File: src/rtl/arm_pkg.sv
// Shared definitions for the SRAM interface of the ARM datapath.
// Holds the SRAM FSM state encoding, the SRAM geometry and the
// address-range helper used by the controller.
package arm_pkg;

  typedef enum logic [2:0] {
    IDLE,
    RD_LO,
    RD_HI,
    WR_LO,
    WR_HI,
    DONE
  } sram_state_e;

  localparam int SRAM_BASE_ADDR = 1024;
  localparam int SRAM_ADDR_W    = 18;
  localparam int SRAM_DATA_W    = 16;
  localparam int SRAM_WAIT_W    = 4;

  // Byte-address window backed by the SRAM: 2^(SRAM_ADDR_W+1) bytes above the base.
  localparam logic [31:0] SRAM_LIMIT_ADDR = 32'(SRAM_BASE_ADDR) + (32'd1 << (SRAM_ADDR_W + 1));

  // True when a byte address falls outside the SRAM window.
  function automatic logic sram_addr_out_of_range(input logic [31:0] addr);
    return (addr < 32'(SRAM_BASE_ADDR)) || (addr >= SRAM_LIMIT_ADDR);
  endfunction

endpackage

File: src/rtl/sram_wait_counter.sv
// Phase timer for the SRAM controller: loadable down-counter that
// stops at zero and flags terminal count while it sits there.
module sram_wait_counter #(
  parameter int WIDTH = 4
) (
  input  logic             clk,
  input  logic             rst,
  input  logic             load,
  input  logic [WIDTH-1:0] load_val,
  input  logic             dec,
  output logic             tc
);

  logic [WIDTH-1:0] count;

  // Load takes precedence over decrement; the count saturates at zero.
  always_ff @(posedge clk) begin
    if (rst) begin
      count <= '0;
    end else if (load) begin
      count <= load_val;
    end else if (dec && (count != '0)) begin
      count <= count - 1'b1;
    end
  end

  assign tc = (count == '0);

endmodule

File: src/rtl/sram_controller.sv
// 32-bit load/store front end for a 16-bit asynchronous SRAM.
// Each access is split into a low and a high halfword phase, each held
// for SRAM_WAIT cycles; ready drops combinationally with the request so
// the pipeline freezes in the same cycle.
// Optional feature: define SRAM_ADDR_CHECK_EN to reject addresses outside
// the SRAM window (straight to DONE with a one-cycle addr_err pulse).
module sram_controller
  import arm_pkg::*;
#(
  parameter int SRAM_WAIT = 2
) (
  input  logic                   clk,
  input  logic                   rst,
  input  logic                   mem_read_en,
  input  logic                   mem_write_en,
  input  logic [31:0]            address,
  input  logic [31:0]            write_data,
  output logic [31:0]            read_data,
  output logic                   ready,
  output logic [SRAM_ADDR_W-1:0] sram_addr,
  output logic [SRAM_DATA_W-1:0] sram_dq_out,
  input  logic [SRAM_DATA_W-1:0] sram_dq_in,
  output logic                   sram_dq_oe,
  output logic                   sram_we_n,
  output logic                   addr_err
);

  localparam logic [SRAM_WAIT_W-1:0] WAIT_LOAD = SRAM_WAIT_W'(SRAM_WAIT - 1);

  sram_state_e state;
  sram_state_e state_next;

  logic                   req_any;
  logic                   phase_tc;
  logic                   cnt_load;
  logic                   cnt_dec;
  logic [31:0]            addr_off;
  logic [SRAM_ADDR_W-2:0] word_off;
  logic                   addr_off_unused;

  assign req_any = mem_read_en | mem_write_en;

  // Offset wraps modulo 2^32 before the word shift; only the low word bits reach the SRAM.
  assign addr_off        = address - 32'(SRAM_BASE_ADDR);
  assign word_off        = addr_off[SRAM_ADDR_W:2];
  assign addr_off_unused = ^{addr_off[31:SRAM_ADDR_W+1], addr_off[1:0]};

  // Reload the phase timer on every state change, count down while a phase is held.
  assign cnt_load = (state_next != state);
  assign cnt_dec  = ~cnt_load;

  sram_wait_counter #(
    .WIDTH(SRAM_WAIT_W)
  ) u_wait (
    .clk      (clk),
    .rst      (rst),
    .load     (cnt_load),
    .load_val (WAIT_LOAD),
    .dec      (cnt_dec),
    .tc       (phase_tc)
  );

  // State register; reset abandons any access in flight.
  always_ff @(posedge clk) begin
    if (rst) begin
      state <= IDLE;
    end else begin
      state <= state_next;
    end
  end

  // Next-state logic: requests are only looked at in IDLE, write wins over read.
  always_comb begin
    state_next = state;
    unique case (state)
      IDLE: begin
        if (req_any) begin
`ifdef SRAM_ADDR_CHECK_EN
          if (sram_addr_out_of_range(address)) begin
            state_next = DONE;
          end else
`endif
          if (mem_write_en) begin
            state_next = WR_LO;
          end else begin
            state_next = RD_LO;
          end
        end
      end
      RD_LO:   if (phase_tc) state_next = RD_HI;
      RD_HI:   if (phase_tc) state_next = DONE;
      WR_LO:   if (phase_tc) state_next = WR_HI;
      WR_HI:   if (phase_tc) state_next = DONE;
      DONE:    state_next = IDLE;
      default: state_next = IDLE;
    endcase
  end

  // SRAM pin drive decoded from the current phase; everything idles low/inactive.
  always_comb begin
    ready       = ((state == IDLE) && !req_any) || (state == DONE);
    sram_addr   = '0;
    sram_dq_out = '0;
    sram_dq_oe  = 1'b0;
    sram_we_n   = 1'b1;
    unique case (state)
      RD_LO: sram_addr = {word_off, 1'b0};
      RD_HI: sram_addr = {word_off, 1'b1};
      WR_LO: begin
        sram_addr   = {word_off, 1'b0};
        sram_dq_out = write_data[15:0];
        sram_dq_oe  = 1'b1;
        sram_we_n   = 1'b0;
      end
      WR_HI: begin
        sram_addr   = {word_off, 1'b1};
        sram_dq_out = write_data[31:16];
        sram_dq_oe  = 1'b1;
        sram_we_n   = 1'b0;
      end
      default: ;
    endcase
  end

  // Capture each returned halfword on the final cycle of its phase; held otherwise.
  always_ff @(posedge clk) begin
    if (rst) begin
      read_data <= '0;
    end else if ((state == RD_LO) && phase_tc) begin
      read_data[15:0] <= sram_dq_in;
    end else if ((state == RD_HI) && phase_tc) begin
      read_data[31:16] <= sram_dq_in;
    end
  end

`ifdef SRAM_ADDR_CHECK_EN
  // One-cycle error flag, visible in the DONE cycle of a rejected request.
  always_ff @(posedge clk) begin
    if (rst) begin
      addr_err <= 1'b0;
    end else begin
      addr_err <= (state == IDLE) && req_any && sram_addr_out_of_range(address);
    end
  end
`else
  assign addr_err = 1'b0;
`endif

endmodule

File: config.mk
export PLATFORM = sky130hd
export DESIGN_NAME = sram_controller
export DESIGN_NICKNAME = d
export VERILOG_FILES = /design/src/rtl/arm_pkg.sv /design/src/rtl/sram_wait_counter.sv /design/src/rtl/sram_controller.sv
export SDC_FILE = /design/constraint.sdc
export NUM_CORES = 1
export LEC_CHECK = 0
export ABC_AREA = 0
export BUFFER_PORTS_ARGS = -buffer_cell sky130_fd_sc_hd__buf_2
export CELL_PAD_IN_SITES_DETAIL_PLACEMENT = 0
export CELL_PAD_IN_SITES_GLOBAL_PLACEMENT = 1
export CORE_MARGIN = 2
export CORE_UTILIZATION = 29
export DETAILED_ROUTE_END_ITERATION = 12
export GPL_ROUTABILITY_DRIVEN = 0
export PLACE_DENSITY = 0.94
export SLEW_MARGIN = 15
export SYNTH_ARGS = -nofsm -noshare
export SYNTH_HDL_FRONTEND = slang
export SYNTH_SLANG_ARGS = --single-unit
File: constraint.sdc
create_clock -name clk -period 3.6 [get_ports clk]
set_clock_uncertainty 0.05 [all_clocks]
set_input_delay 0 -clock clk [delete_from_list [all_inputs] [get_ports clk]]
set_output_delay 0 -clock clk [all_outputs]
set_load 0.01 [all_outputs]
==> impl_metrics.ini <==
[setup_path]
rr_startpoint = u_wait.count[0]
r2r_slack_ps = 1470
crit_required_ps = 3550
crit_fanout = 14
critPathCaptureType = output port
r2r_cells = 5
worstSetupStartpoint = state[0]
reg2reg_to = u_wait.count[0]
crit_arrival_ps = 2300
worst-setup-path-type = reg2out
critPathLaunchType = flip-flop

[sta]
finalCriticalPeriod_ps = 2350
max_slew.worst_pin.slew_ps = 1010
relSlewSlack = 0.325
rsz0062_at_grt = false
finalSetupViolations = 0
hold_ws_ps = 63.5
finalHoldViolations = 0
drv_slew = 0
max_freq_ghz = 0.426
min_period_over_period = 0.652
setup-tns-final_ps = 0

[logic_synthesis]
synth_xor_area_frac = 0.0165
synth.most_common_cell = dfxtp_1
syn_avg_cell_area_um2 = 7.91
synth_top_family_by_area = compound AO/OA/AOI/OAI gates
yosys.area_share.simple = 0.232
synth-adder-area-share = 0.0118
seq_area_frac_synth = 0.367
synth-seq-cells = 39
synth_top_area_share = 0.367
synth-edff-count = 0
syn_nets = 355
synth_compound_area_frac = 0.289
yosys_warnings = 0
muxShareOfSynthArea = 0.0194
synth.distinct_cells = 42
yosys-top-cells-area = dfxtp_1 37%, a21oi_1 8.5%, o21ai_0 8.2%
ys.flop_type = dfxtp_1
synthTopCellsByCount = 39 x dfxtp_1, 36 x a21oi_1, 35 x o21ai_0
yosysTopAreaCell = dfxtp_1
synth-async-reset-ratio = 0
netlist_instances = 269
synthesis.area_um2 = 2130

[global_route]
antenna_found_initial = 0
grt_pass1_vias = 2190
track_usage = 0.157
grt-ovfl-total = 0
grt_max_degree = 41
grt_first_pass_wirelength_mm = 10.1

[clock_tree]
clock_latency_ps = 300
h-tree-depth = 2
cts_tree = built
cts_resized = 0
cts_buffer_depth = 2
cts_root_buffer = clkbuf_8
numCtsBuffers = 5
clk_pin_slew_ps = 80
cts_sinks = 39

[placed_design]
io_buffers = 137
dpl-instance-area_um2 = 2830
hpwl_mm = 4.75

[power_and_ir_drop]
p_clk_frac = 0.210
p_seq_frac = 0.317
internal-power_uw = 1040
p_sw_uw = 750
powerDensity_nw_per_um2 = 575
leakage_uw = 0.00144
swShare = 0.420
power_uw = 1790
ir_drop_mv = 0.235
p_comb_frac = 0.473

[floorplan]
io_pins = 154
start_util = 0.297
dieArea_um2 = 8040
die-width_um = 89.7
core_region_area_um2 = 7180
fp-row-count = 31
fp.dieH_um = 89.7

[final_layout]
fillers = 735
diodes = 0
syn2layout_area_growth_pct = 46.0
nets = 489
drive_above_1_share = 0.389
final_core_util = 0.433
stdcell_area_um2 = 3110

[routing]
drt_wl_total_mm = 6.85
first_iter_violations = 181
dr.pass1.iters = 6
num_vias = 2512
vias_per_cell = 4.99
drc = 0
antenna_left = 0
routedWlPerCell_um = 13.6

[hold_path]
whs_path_depth = 4
hold_end = u_wait.count[1]
min_from = mem_read_en
hp-class = in2reg

[run_status]
status = completed

[job]
maxCapViolCount = 0
## worst max-delay path: stages, from the launching register on
cell and delay [ps]:
dfxtp_1 440, o21ai_0 750, nand2_1 420, a21oi_1 220, buf_2 160
## cell families after synthesis
group / after synthesis
AO/OA/AOI/OAI: 102
AND/OR/NAND/NOR: 85
multiplexers: 4
flip-flops: 39
other: 1
XOR/XNOR: 4
buffers and inverters: 32
adder cells (fa/ha/maj): 2
## state kept, by name, summed over array words and instances, names as in the netlist
register      cells
state             3
read_data        32
u_wait.count      4
## power groups by stage
| stage | Clock [uW] | Sequential (uW) | Combinational [uW] |
|---|---|---|---|
| floorplan | 0 | 565 | 566 |
| finish | 375 | 567 | 846 |
| CTS | 380 | 566 | 852 |
| global placement | 0 | 573 | 825 |
| detailed placement | 0 | 576 | 836 |
| global route | 395 | 580 | 936 |
## final cells by class
cell class / count / area (um^2) / share of cell area
clock buffer: 5 / 68.8 / 0.0222
clock inverter: 3 / 43.8 / 0.0141
inverter: 5 / 18.8 / 0.00604
multi-input combinational: 198 / 1220 / 0.392
sequential: 39 / 781 / 0.251
tap: 99 / 124 / 0.0399
timing repair buffer: 154 / 853 / 0.275
## per-stage QoR
step,setup WS (ps),std cells
after floorplan,1950,269
final,1250,503
after detailed placement,1470,479
after CTS,1250,503
after global placement,1530,479
after global routing,1000,503
## layout by cell type (no fill, tap or decap), types with 3 or more instances in the layout
cell and n:
dfxtp_1 39, nor3b_2 3, buf_2 137, nor3_1 5
nor2b_1 3, a21oi_1 36, inv_1 5, nor2_1 11
xnor2_1 4, mux2i_1 3, dlygate4sd3_1 16, and3_1 8
clkbuf_8 5, nand3_1 32, o21ai_0 35, a211oi_1 3
or3_1 3, nand2_1 3, or3b_1 3, a22o_1 16
## how the worst max path moves through the flow
| stage | slack [ps] | cells past startpoint | endpoint |
|---|---|---|---|
| 4_1_cts | 1250 | 4 | sram_addr[16] |
| 3_3_place_gp | 1530 | 5 | u_wait.count[3] |
| 5_1_grt | 1000 | 4 | sram_addr[15] |
| 3_5_place_dp | 1470 | 5 | u_wait.count[0] |
| 2_1_floorplan | 1950 | 7 | read_data[0] |
| 6_report | 1250 | 4 | sram_addr[14] |
## metal layers
| metal | track usage | vias to the layer above | wire (um) |
|---|---|---|---|
| li1 | - | 1257 | - |
| met1 | 0.203 | 1145 | 2940 |
| met2 | 0.259 | 97 | 3370 |
| met3 | 0.0356 | 13 | 404 |
| met4 | 0.0502 | 0 | 131 |
| met5 | 0 | - | 0 |
## repair_timing
action | CTS | global route
endpoints found under the hold margin | 32 | 0
hold buffers | 16 | 0
buffers inserted | 0 | 0
setup endpoints to repair | 0 | 0
(Power assumes the default switching activity.)
